==> src/rtl/fpu_vadd_sequencer_if.sv <==
// Connection between the vector add sequencer and the shared combinational
// FP32 adder. The sequencer drives the operands and the adder returns the sum
// in the same cycle.
interface fpu_vadd_sequencer_if #(
  parameter int WIDTH = 32
);
  logic [WIDTH-1:0] add_a;
  logic [WIDTH-1:0] add_b;
  logic [WIDTH-1:0] add_o;

  modport master (output add_a, output add_b, input add_o);
  modport slave  (input add_a, input add_b, output add_o);
endinterface

==> src/rtl/fpu_vadd_sequencer.sv <==
// Vector add/subtract sequencer. It time-shares one external combinational
// FP32 adder across LANES lanes, one lane per cycle, and collects the results.
//
//   state | meaning
//   ------+-----------------------------------------------------------------
//   IDLE  | ready for a new instruction; adder inputs held at zero
//   RUN   | lane idx on the adder; its result is written on the next edge
//   DONE  | one-cycle completion pulse; new starts are ignored here
module fpu_vadd_sequencer #(
  parameter int LANES = 4,
  parameter int WIDTH = 32
) (
  input  logic                   clk,
  input  logic                   rst_n,
  input  logic                   start_i,
  input  logic                   op_sub_i,
  input  logic [LANES-1:0]       lane_mask_i,
  input  logic [LANES*WIDTH-1:0] vec_a_i,
  input  logic [LANES*WIDTH-1:0] vec_b_i,
  output logic                   ready_o,
  output logic                   busy_o,
  output logic                   done_o,
  output logic [LANES*WIDTH-1:0] result_o,
  fpu_vadd_sequencer_if.master   add_if
);

  localparam int               IDX_W    = (LANES > 1) ? $clog2(LANES) : 1;
  localparam logic [IDX_W-1:0] LAST_IDX = IDX_W'(LANES - 1);
  localparam logic [WIDTH-1:0] SIGN_BIT = {1'b1, {(WIDTH-1){1'b0}}};

  typedef enum logic [1:0] {
    IDLE = 2'd0,
    RUN  = 2'd1,
    DONE = 2'd2
  } state_t;

  state_t                 state_q, state_d;
  logic [IDX_W-1:0]       idx_q, idx_d;
  logic [LANES*WIDTH-1:0] a_q, b_q;
  logic [LANES-1:0]       mask_q;
  logic                   sub_q;
  logic [LANES*WIDTH-1:0] result_q, result_d;
  logic                   capture;
  logic [WIDTH-1:0]       lane_a, lane_b;
  logic                   lane_m;

  // State and lane index registers
  always_ff @(posedge clk or negedge rst_n) begin
    if (!rst_n) begin
      state_q <= IDLE;
      idx_q   <= '0;
    end else begin
      state_q <= state_d;
      idx_q   <= idx_d;
    end
  end

  // Operand capture on an accepted start; inputs are free to change afterwards
  always_ff @(posedge clk or negedge rst_n) begin
    if (!rst_n) begin
      a_q    <= '0;
      b_q    <= '0;
      mask_q <= '0;
      sub_q  <= 1'b0;
    end else if (capture) begin
      a_q    <= vec_a_i;
      b_q    <= vec_b_i;
      mask_q <= lane_mask_i;
      sub_q  <= op_sub_i;
    end
  end

  // Result vector; reset discards partial results
  always_ff @(posedge clk or negedge rst_n) begin
    if (!rst_n) begin
      result_q <= '0;
    end else begin
      result_q <= result_d;
    end
  end

  // Next-state logic and status outputs
  always_comb begin
    state_d = state_q;
    idx_d   = idx_q;
    ready_o = 1'b0;
    busy_o  = 1'b0;
    done_o  = 1'b0;
    capture = 1'b0;
    unique case (state_q)
      IDLE: begin
        ready_o = 1'b1;
        if (start_i) begin
          capture = 1'b1;
          idx_d   = '0;
          state_d = RUN;
        end
      end
      RUN: begin
        busy_o = 1'b1;
        if (idx_q == LAST_IDX) begin
          idx_d   = '0;
          state_d = DONE;
        end else begin
          idx_d = idx_q + IDX_W'(1);
        end
      end
      DONE: begin
        busy_o  = 1'b1;
        done_o  = 1'b1;
        state_d = IDLE;
      end
      default: begin
        state_d = IDLE;
        idx_d   = '0;
      end
    endcase
  end

  // Select the captured operands and mask bit of the current lane
  always_comb begin
    lane_a = '0;
    lane_b = '0;
    lane_m = 1'b0;
    for (int i = 0; i < LANES; i++) begin
      if (idx_q == IDX_W'(i)) begin
        lane_a = a_q[i*WIDTH +: WIDTH];
        lane_b = b_q[i*WIDTH +: WIDTH];
        lane_m = mask_q[i];
      end
    end
  end

  // Drive the adder only while running; subtraction is a sign flip on B
  always_comb begin
    add_if.add_a = '0;
    add_if.add_b = '0;
    if (state_q == RUN) begin
      add_if.add_a = lane_a;
      add_if.add_b = sub_q ? (lane_b ^ SIGN_BIT) : lane_b;
    end
  end

  // Lane write: adder sum for active lanes, unmodified A for masked-off lanes
  always_comb begin
    result_d = result_q;
    if (state_q == RUN) begin
      for (int i = 0; i < LANES; i++) begin
        if (idx_q == IDX_W'(i)) begin
          result_d[i*WIDTH +: WIDTH] = lane_m ? add_if.add_o : lane_a;
        end
      end
    end
  end

  assign result_o = result_q;

endmodule

==> src/flat_wrapper.sv <==
// flat-port wrapper written by rule: the top's interface ports become plain ports
module fpu_vadd_sequencer_flat 
#(
  parameter int LANES = 4,
  parameter int WIDTH = 32
)
  (clk, rst_n, start_i, op_sub_i, lane_mask_i, vec_a_i, vec_b_i, ready_o, busy_o, done_o, result_o, add_if_add_a, add_if_add_b, add_if_add_o);
  fpu_vadd_sequencer_if #(.WIDTH(WIDTH)) add_if_i ();
  input  logic clk;
  input  logic rst_n;
  input  logic start_i;
  input  logic op_sub_i;
  input  logic [LANES-1:0] lane_mask_i;
  input  logic [LANES*WIDTH-1:0] vec_a_i;
  input  logic [LANES*WIDTH-1:0] vec_b_i;
  output logic ready_o;
  output logic busy_o;
  output logic done_o;
  output logic [LANES*WIDTH-1:0] result_o;
  output wire logic [$bits(add_if_i.add_a)-1:0] add_if_add_a;
  output wire logic [$bits(add_if_i.add_b)-1:0] add_if_add_b;
  input wire logic [$bits(add_if_i.add_o)-1:0] add_if_add_o;
  assign add_if_add_a = add_if_i.add_a;
  assign add_if_add_b = add_if_i.add_b;
  assign add_if_i.add_o = add_if_add_o;
  fpu_vadd_sequencer #(.LANES(LANES), .WIDTH(WIDTH)) u_core (.clk(clk), .rst_n(rst_n), .start_i(start_i), .op_sub_i(op_sub_i), .lane_mask_i(lane_mask_i), .vec_a_i(vec_a_i), .vec_b_i(vec_b_i), .ready_o(ready_o), .busy_o(busy_o), .done_o(done_o), .result_o(result_o), .add_if(add_if_i));
endmodule
==> config.mk <==
export PLATFORM = sky130hd
export DESIGN_NAME = fpu_vadd_sequencer_flat
export DESIGN_NICKNAME = d
export VERILOG_FILES = /design/src/rtl/fpu_vadd_sequencer_if.sv /design/src/rtl/fpu_vadd_sequencer.sv /design/src/flat_wrapper.sv
export SDC_FILE = /design/constraint.sdc
export NUM_CORES = 1
export LEC_CHECK = 0
export CAP_MARGIN = 20
export CORE_MARGIN = 2
export CORE_UTILIZATION = 43
export DETAILED_ROUTE_END_ITERATION = 8
export GPL_TIMING_DRIVEN = 0
export PLACE_DENSITY = 0.77
export SYNTH_ARGS = -nofsm -noshare
export SYNTH_HDL_FRONTEND = slang
export SYNTH_SLANG_ARGS = --single-unit
==> constraint.sdc <==
create_clock -name clk -period 2.2 [get_ports clk]
set_clock_uncertainty 0.2 [all_clocks]
set_input_delay 0.22 -clock clk [delete_from_list [all_inputs] [get_ports clk]]
set_output_delay 0.22 -clock clk [all_outputs]
set_load 0.01 [all_outputs]
==> impl_results.md <==
- CTS tree: done
- Initial antenna violation count: 21
- Post-Synthesis Cells: about 1300
- Post-synth top area share: 59.1%
- Port buffer count: between 400 and 500
- Period Utilization, post-route: 133%
- Syn Nets: 1648
- Synth Register Bits: 393
- DP HPWL: between 40 and 50 mm
- Seq/Total Area, Yosys: roughly three fifths
- Clock Latency Late Sink: 0.57 ns
- Most frequent cells in the layout: 422 x clkdlybuf4s50_1, 392 x dfrtp_1, 263 x mux2_2, 130 x nor2_1, 103 x a31oi_1
- Overall power: 47.7 mW
- Crit-path most repeated cell: buf_4
- Fillers: approximately 2500
- Multi-input gate area: 8410 um2
- Min-Delay Path Class: input port to flop
- Yosys warnings: 0
- Pwr per Cell Area: 1760 nW/um2
- Via/cell ratio: 5.74
- First-pass GRT wire length: 92.9 mm
- RSZ-0062 raised after global routing: true
- Synth area leaders: dfrtp_1 59%, mux2_2 18%, a31oi_1 4.8%, a221oi_1 3.4%, nor2_1 3.0%
- DR iter-0 viols: roughly 800
- Synth-to-layout area growth: 62.8%
- Dpl cells: roughly 2400
- Total wire length: 65.3 mm
- Worst EP arrival: 2.51 ns
- EDFF count, synth: 0
- Maximum clock path buffer count: 3
- Pre-CTS WS: -1.48 ns
- Worst VDD drop: 0.806 mV
- Layout Cells excl Fill: 2532
- Number of routed nets with antenna violations: 0
- CP max FO: 8
- Worst Hold Margin: about 0.054 ns
- Pin count of the biggest net entering global routing: 111
- Clock transition at path regs: 0.06 ns
- CP top delay family: buffers and inverters
- H-tree levels: 2
- Worst Setup Start Kind: flop
- CP bufs+invs: 5
- CP max stage delay: between 0.4 and 0.5 ns
- Minimum clock period: 2.93 ns
- Largest area contributor in the netlist: dfrtp_1
- Commonest non-fill, non-tap cell in the layout: clkdlybuf4s50_1
- CTS root buf: clkbuf_16
- Num ports: 491
- Finished Core Util: 70.4%
- Nets: 2261
- Share of cells above drive strength 1: 40.7%
- WL per Instance: 25.8 um
- WP data required: 1.78 ns
- Die width: 201 um
- Initial core utilization: between 40% and 50%
- Core area: 38500 um2
- Num CTS Buffers: 43
- Crit Path Class: flop to output pin
- Max-Cap Viols: 0
- Worst slew margin: 41.7%
- Slowest CP cell: dfrtp_1
- DR vias: approximately 15000
- Grt ovf: 0
- Seq. cell area: slightly below 10000 um2
- Critical Path Sink Type: output pin
- Endpoints failing setup: 224
- Synthesized area per cell: 12.4 um2
- Max Freq: ~340 MHz
- Post-Syn Area: between 15000 and 20000 um2
- Setup WS post-layout: -0.734 ns
- Total clock sinks: just under 400
- Rows: slightly above 70
- Vias in the first global route: 15100
- CP cell instances: buf_4 -> ha_4 -> or2_4 -> buf_4 -> buf_12 -> buf_4 -> a221oi_4 -> nor3_2 -> buf_4
- Die Ht: 201 um
- Post-synth cell types: 33
- All-layer global routing usage: 30.5%
- RD Place Congestion: ~0.9
- Failing checks: negative setup slack
- Pins Over Slew Limit: 0
- Asr flop ratio synth: 100%
- Slew @ Worst Pin: 0.874 ns
- LEAKAGE: 11.1 nW
- Die area: 40300 um2
- Main synth FF type: dfrtp_1
- Status: complete, but fails checks
- Hold Vio Cnt, Final: 0
- DR pass1 iterations: 7
- DRC: 0
[routing by layer]
metal | GRT usage [%] | up-vias | wire length [um]
met5 | 0 | - | 9
met4 | 15.6 | 2 | 3540
met3 | 8.39 | 191 | 5380
met2 | 53.0 | 791 | 33200
met1 | 34.4 | 7357 | 23200
li1 | - | 6203 | -
[state kept, by name (all words and copies together) (netlist names)]
| name | flops |
|---|---|
| u_core.a_q | 128 |
| u_core.b_q | 128 |
| u_core.idx_q | 2 |
| u_core.mask_q | 4 |
| u_core.result_o | 128 |
| u_core.state_q | 2 |
| u_core.sub_q | 1 |
[worst register-to-register path: cells and delay by family (launching register included)]
| family | cells | cell delay (ns) |
|---|---|---|
| flops | 1 | 0.42 |
| fa+ha+maj | 1 | 0.17 |
| simple gates | 2 | 0.61 |
| compound gates | 2 | 0.28 |
| buf+inv | 5 | 0.87 |
[report_power, final]
| group | switching (mW) | internal (mW) | leakage (nW) | total (mW) |
|---|---|---|---|---|
| logic | 12.9 | 13.5 | 5.88 | 26.4 |
| registers | 2.94 | 10.8 | 4.45 | 13.7 |
| clock network | 3.09 | 4.45 | 0.734 | 7.54 |
| total | 19.0 | 28.7 | 11.1 | 47.7 |
[worst paths after layout]
check,start,end,slack [ns],depth (start not counted)
setup / recovery,u_core.idx_q[1]$_DFFE_PN0P_,add_if_add_a[0],-0.73,9
hold / removal,vec_a_i[73],u_core.a_q[73]$_DFFE_PN0P_,0.05,2
setup reg to reg,u_core.idx_q[1]$_DFFE_PN0P_,u_core.result_o[108]$_DFFE_PN0P_,-0.42,10
hold reg to reg,u_core.b_q[73]$_DFFE_PN0P_,u_core.b_q[73]$_DFFE_PN0P_,0.31,1
max in group asynchronous,rst_n,u_core.a_q[57]$_DFFE_PN0P_,0.29,4
min in group asynchronous,rst_n,u_core.result_o[102]$_DFFE_PN0P_,0.06,2
[Yosys cell counts, types with 2 or more instances]
cell type	count
nor3_1	31
ha_1	9
clkbuf_1	56
nand3b_1	2
or3_1	32
mux2_2	263
nor2_1	132
buf_4	2
nand3_1	3
buf_6	3
a31oi_1	128
a21oi_1	31
inv_1	35
a22o_1	30
nand2_1	33
buf_2	36
o22ai_1	32
a221oi_1	64
dfrtp_1	393
nor2b_1	4
buf_1	6
a211oi_1	2
o21ai_0	3
and2_1	4
[through the flow]
stage | cell area (um2) | TNS, ns
2_1_floorplan | 16700 | 0
3_3_place_gp | 22200 | -6528.04
3_5_place_dp | 22300 | -254.94
4_1_cts | 25800 | -82.55
5_1_grt | 27100 | -95.52
6_report | 27100 | -74.12
[area by class of cell]
type	count	area share, %
Timing Repair Buffer	571	20.5
Tap cell	518	2.39
Sequential cell	393	36.3
Buffer	100	3.56
Clock inverter	18	0.711
Clock buffer	62	4.76
Inverter	37	0.540
Multi-Input combinational cell	810	31.0
Antenna cell	23	0.212
[cells by family (layout without fill, tap and decap cells)]
logic type	count (synthesis)	count (layout)	synth area share [%]
flip-flops	393	393	59.1
AO/OA/AOI/OAI	292	292	12.2
multiplexers	263	263	17.8
AND/OR/NAND/NOR	246	246	6.58
buffers and inverters	140	788	3.62
adder cells (fa/ha/maj)	9	9	0.677
other	0	23	0
[timing repair]
item                                    4_1_cts  5_1_grt
gates resized for setup                     647      190
setup buffers                                38       32
endpoints found under the setup margin      459      416
pin swaps                                    49       61
gates cloned                                  3        4
hold buffers                                  1        0
endpoints found under the hold margin        82        0
No activity file was read; power rests on OpenSTA's default activity.
